**src/rtl/anyedge_flag_tx_if.sv**
```systemverilog
// Start/done handshake and flag wires between the sequencer and the any-edge flag transmitter.
interface anyedge_flag_tx_if #(
    parameter int unsigned CNT_W = 8
);
    logic             start;
    logic             flag_a;
    logic             flag_b;
    logic             busy;
    logic             done;
    logic [CNT_W-1:0] seq_count;

    modport master (
        output start,
        input  flag_a, flag_b, busy, done, seq_count
    );

    modport slave (
        input  start,
        output flag_a, flag_b, busy, done, seq_count
    );
endinterface

```
**src/rtl/anyedge_flag_tx.sv**
```systemverilog
// Delayed any-edge flag transmitter: drop flag_b, toggle flag_a after DLY_A, raise flag_b after DLY_B.
// Define ANYEDGE_TX_RETRIG_EN to let start while busy restart the sequence.
module anyedge_flag_tx #(
    parameter int unsigned DLY_A = 5,
    parameter int unsigned DLY_B = 10,
    parameter int unsigned CNT_W = 8
) (
    input  logic               i_clk,
    input  logic               i_rst,
    anyedge_flag_tx_if.slave   bus
);
    typedef enum logic [1:0] {StIdle, StWaitA, StWaitB} state_e;

    localparam logic [CNT_W-1:0] LP_DLY_A = CNT_W'(DLY_A);
    localparam logic [CNT_W-1:0] LP_DLY_B = CNT_W'(DLY_B);
    localparam logic [CNT_W-1:0] LP_ONE   = CNT_W'(1);

    state_e           r_state, w_state;
    logic [CNT_W-1:0] r_cnt, w_cnt;
    logic [CNT_W-1:0] r_seq_count, w_seq_count;
    logic             r_flag_a, w_flag_a;
    logic             r_flag_b, w_flag_b;
    logic             r_busy, w_busy;
    logic             r_done, w_done;

    always_ff @(posedge i_clk or posedge i_rst) begin
        if (i_rst) begin
            r_state     <= StIdle;
            r_cnt       <= '0;
            r_seq_count <= '0;
            r_flag_a    <= 1'b0;
            r_flag_b    <= 1'b1;
            r_busy      <= 1'b0;
            r_done      <= 1'b0;
        end else begin
            r_state     <= w_state;
            r_cnt       <= w_cnt;
            r_seq_count <= w_seq_count;
            r_flag_a    <= w_flag_a;
            r_flag_b    <= w_flag_b;
            r_busy      <= w_busy;
            r_done      <= w_done;
        end
    end

    always_comb begin
        w_state     = r_state;
        w_cnt       = r_cnt;
        w_seq_count = r_seq_count;
        w_flag_a    = r_flag_a;
        w_flag_b    = r_flag_b;
        w_busy      = r_busy;
        w_done      = 1'b0;
`ifdef ANYEDGE_TX_RETRIG_EN
        // Restart keeps flag_b low and leaves flag_a alone; the new run toggles it again.
        if (bus.start && (r_state != StIdle)) begin
            w_state = StWaitA;
            w_cnt   = LP_ONE;
        end else
`endif
        begin
            unique case (r_state)
                StIdle: begin
                    if (bus.start) begin
                        w_state  = StWaitA;
                        w_cnt    = LP_ONE;
                        w_flag_b = 1'b0;
                        w_busy   = 1'b1;
                    end
                end
                StWaitA: begin
                    if (r_cnt == LP_DLY_A) begin
                        w_state  = StWaitB;
                        w_cnt    = LP_ONE;
                        w_flag_a = ~r_flag_a;
                    end else begin
                        w_cnt = r_cnt + LP_ONE;
                    end
                end
                StWaitB: begin
                    if (r_cnt == LP_DLY_B) begin
                        w_state     = StIdle;
                        w_cnt       = '0;
                        w_flag_b    = 1'b1;
                        w_busy      = 1'b0;
                        w_done      = 1'b1;
                        w_seq_count = r_seq_count + LP_ONE;
                    end else begin
                        w_cnt = r_cnt + LP_ONE;
                    end
                end
                default: begin
                    w_state = StIdle;
                end
            endcase
        end
    end

    assign bus.flag_a    = r_flag_a;
    assign bus.flag_b    = r_flag_b;
    assign bus.busy      = r_busy;
    assign bus.done      = r_done;
    assign bus.seq_count = r_seq_count;
endmodule
```
**src/flat_wrapper.sv**
```systemverilog
// flat-port wrapper written by rule: the top's interface ports become plain ports
module anyedge_flag_tx_flat 
#(
    parameter int unsigned DLY_A = 5,
    parameter int unsigned DLY_B = 10,
    parameter int unsigned CNT_W = 8
)
  (i_clk, i_rst, bus_start, bus_flag_a, bus_flag_b, bus_busy, bus_done, bus_seq_count);
  anyedge_flag_tx_if #(.CNT_W(CNT_W)) bus_i ();
  input  logic i_clk;
  input  logic i_rst;
  input wire logic [$bits(bus_i.start)-1:0] bus_start;
  output wire logic [$bits(bus_i.flag_a)-1:0] bus_flag_a;
  output wire logic [$bits(bus_i.flag_b)-1:0] bus_flag_b;
  output wire logic [$bits(bus_i.busy)-1:0] bus_busy;
  output wire logic [$bits(bus_i.done)-1:0] bus_done;
  output wire logic [$bits(bus_i.seq_count)-1:0] bus_seq_count;
  assign bus_i.start = bus_start;
  assign bus_flag_a = bus_i.flag_a;
  assign bus_flag_b = bus_i.flag_b;
  assign bus_busy = bus_i.busy;
  assign bus_done = bus_i.done;
  assign bus_seq_count = bus_i.seq_count;
  anyedge_flag_tx #(.DLY_A(DLY_A), .DLY_B(DLY_B), .CNT_W(CNT_W)) u_core (.i_clk(i_clk), .i_rst(i_rst), .bus(bus_i));
endmodule
```
**config.mk**
```make
export PLATFORM = sky130hd
export DESIGN_NAME = anyedge_flag_tx_flat
export DESIGN_NICKNAME = d
export VERILOG_FILES = /design/src/rtl/anyedge_flag_tx_if.sv /design/src/rtl/anyedge_flag_tx.sv /design/src/flat_wrapper.sv
export SDC_FILE = /design/constraint.sdc
export NUM_CORES = 1
export LEC_CHECK = 0
export CORE_ASPECT_RATIO = 0.8
export CORE_MARGIN = 2
export CORE_UTILIZATION = 55
export DETAILED_ROUTE_END_ITERATION = 7
export HOLD_SLACK_MARGIN = 0.05
export PLACE_DENSITY = 0.83
export SLEW_MARGIN = 20
export SYNTH_ARGS = -nofsm -noshare
export SYNTH_HDL_FRONTEND = slang
export SYNTH_SLANG_ARGS = --single-unit
```
**constraint.sdc**
```tcl
create_clock -name i_clk -period 5.8 [get_ports i_clk]
set_input_delay 0.87 -clock i_clk [delete_from_list [all_inputs] [get_ports i_clk]]
set_output_delay 0.87 -clock i_clk [all_outputs]
set_load 0.02 [all_outputs]
```
==> impl_metrics.tcl <==
set metrics [dict create \
    final_layout_size_suffix_gt1_share_pct 10.37 \
    vias 901 \
    final_common_cell "dfrtp_1" \
    max_stage_delay_ps 600 \
    endpoint_kind "output pin" \
    nFillCells 161 \
    ys_seq_elements 22 \
    p_leak_nw 0.6328 \
    area_growth_pct 17.19 \
    worst_slew_pin_slew_ps 815.4 \
    p_int_w 0.0002973 \
    synth_edf_count 0 \
    syn_avg_cell_area_um2 10.40 \
    track_usage_pct 20.38 \
    post_cts_buffers 0 \
    maxSlewHeadroom_pct 45.58 \
    post-place-cells 156 \
    hold_viol_final 0 \
    synth_nets 130 \
    num-nets-final 147 \
    rsz0062_at_grt "no" \
    holdWs_ps 479.6 \
    viasPerCell 5.631 \
    grt_max_degree 23 \
    cts_hold_buf 0 \
    post-route-util_pct 67.78 \
    crit_required_ps 4930 \
    gp_congestion 0.8335 \
    clk_pin_slew_ps 130 \
    status "completed" \
    pwr-share-seq_pct 41.4 \
    syn_inst 119 \
    cts-root-to-sink-buffers 2 \
    synth_area_mm2 0.001237 \
    mostFrequentLayoutCells "dfrtp_1 (21), nand2_1 (16), clkdlybuf4s50_1 (14), inv_1 (8), ha_1 (8)" \
    synth_ff_type "dfrtp_1" \
    grt_pass1_vias 849 \
    cts_resized 0 \
    coreArea_mm2 0.002140 \
    ant_nets 0 \
    comb_power_share_pct 31.9 \
    synthDistinctLibCells 41 \
    cts-root-buf "clkbuf_4" \
    numPortBuffers 14 \
    numCtsBuffers 3 \
    critPathSlowestCell "clkdlybuf4s50_1" \
    p_switching_w 0.0001498 \
    drc 0 \
    power_density_mw_per_mm2 308.3 \
    switching_share_pct 33.50 \
    fin_worst_skew_ps 1.274 \
    path_buf_inv 1 \
    antenna_found_initial 0 \
    fp-row-count 15 \
    drt_iter0_drc 20 \
    firstDrtPassIters 4 \
    finalWirelength_mm 2.305 \
    start_kind "flop" \
    worstSkewPairLatency_ps 310 \
    cts.sinks 22 \
    critPathArrivalTime_ps 1470 \
    max-cap-violations 0 \
    dp_hpwl_mm 1.726 \
    max_freq_mhz 428.0 \
    slew_violations 0 \
    yosysWarnings 0 \
    htree_levels 1 \
    die_h_um 46.43 \
    diodes 0 \
    async_reset_ff_share_pct 100.0 \
    cpLargestDelayFamily "buffers and inverters" \
    grt_overflow 0 \
    post_drt_wl_per_cell_um 14.41 \
    cts_tree "yes" \
    ir_drop_mv 0.3593 \
    min_period_ps 2337 \
    initial_core_util_pct 57.84 \
    grt_pass1_wl_mm 3.953 \
    instances_no_fill 160 \
    period_share_pct 40.29 \
    cp_max_fo 3 \
    die_w_um 57.03 \
    clock_power_share_pct 26.7 \
    io_pins 15 \
    worstSetupPathType "flop to output pin" \
    ys_seq_area_share_pct 44.59 \
    floorplan.die_area_mm2 0.002648 \
    hp-class "flop to flop" \
    finalSetupViolCount 0 \
    setup-tns-final_ps 0 \
    path_cells "clkdlybuf4s50_1" \
]
-- registers in the layout, indices dropped and copies added (netlist names) --
register,flops
u_core.bus.done,1
u_core.r_state,2
u_core.bus.flag_a,1
u_core.bus.flag_b,1
u_core.r_cnt,8
u_core.bus.busy,1
u_core.bus.seq_count,8
-- through the flow --
stage	instance area (um^2)	power, W	setup WS (ps)
6_report	1450	0.0004471	3463
5_1_grt	1450	0.0004740	3406
4_1_cts	1450	0.0004477	3453
3_5_place_dp	1398	0.0003283	3141
3_3_place_gp	1398	0.0003226	3198
2_1_floorplan	1237	0.0002938	3838
-- worst paths after layout --
kind	start	to	slack, ps	cells past startpoint
setup / recovery	u_core.bus.flag_b	bus_flag_b	3460	1
hold / removal	u_core.bus.flag_a	u_core.bus.flag_a	480	1
min in group asynchronous	i_rst	u_core.r_cnt[4]	1000	2
hold reg to reg	u_core.bus.flag_a	u_core.bus.flag_a	480	1
setup reg to reg	u_core.r_state[0]	u_core.r_cnt[7]	3790	6
max in group asynchronous	i_rst	u_core.bus.busy	4310	2
-- power groups by stage --
stage / clock network (W) / logic (W) / registers, W
3_3_place_gp: 0 / 0.000135 / 0.000187
2_1_floorplan: 0 / 0.000106 / 0.000188
4_1_cts: 0.000121 / 0.000141 / 0.000185
6_report: 0.000119 / 0.000143 / 0.000185
5_1_grt: 0.000129 / 0.000158 / 0.000187
3_5_place_dp: 0 / 0.000140 / 0.000188
-- cell type report --
cell class              count  area, um^2  area share (%)
clock inverters             1       30.03           2.071
repair buffers             14       140.1           9.663
flip-flops and latches     22       551.8           38.05
well taps                  25       31.28           2.157
clock buffers               3       22.52           1.553
inverters                   9       33.78           2.330
multi-input cells          86       640.6           44.18
-- logic make-up after synthesis --
family | count (synthesis) | synth area share [%]
AND/OR/NAND/NOR | 46 | 22.85
flip-flops | 22 | 44.59
AO/OA/AOI/OAI | 21 | 12.84
buffers and inverters | 11 | 3.640
XOR/XNOR | 9 | 6.370
adder cells (fa/ha/maj) | 8 | 8.089
multiplexers | 2 | 1.618
-- cells in the mapped netlist (2+ instances only) --
| cell type | instances | share of area (%) |
|---|---|---|
| nor3_1 | 2 | 0.81 |
| nor2b_1 | 2 | 1.0 |
| xnor2_1 | 7 | 5.0 |
| mux2i_1 | 2 | 1.6 |
| o32a_1 | 2 | 1.6 |
| nor2_1 | 3 | 0.91 |
| o21ai_1 | 3 | 1.2 |
| or3_1 | 2 | 1.0 |
| dfrtp_1 | 21 | 42 |
| nand2_1 | 16 | 4.9 |
| ha_1 | 8 | 8.1 |
| nand4_1 | 3 | 1.5 |
| inv_1 | 8 | 2.4 |
| o2111ai_1 | 2 | 1.4 |
| and3b_1 | 2 | 1.4 |
| a21oi_1 | 4 | 1.6 |
| o21ai_0 | 2 | 0.81 |
| nand3_1 | 3 | 1.2 |
| xor2_1 | 2 | 1.4 |
| and4_1 | 2 | 1.4 |
| and3_1 | 3 | 1.5 |
-- per-layer routing --
layer / wire [um] / GRT usage [%] / vias to the layer above / share of wire (%)
met5: 0 / 0 / - / 0
met4: 12 / 4.186 / 0 / 0.52
met3: 104 / 6.180 / 2 / 4.5
met2: 1090 / 34.25 / 18 / 47
met1: 1098 / 26.65 / 423 / 48
li1: - / - / 458 / -
(Power assumes the default switching activity.)
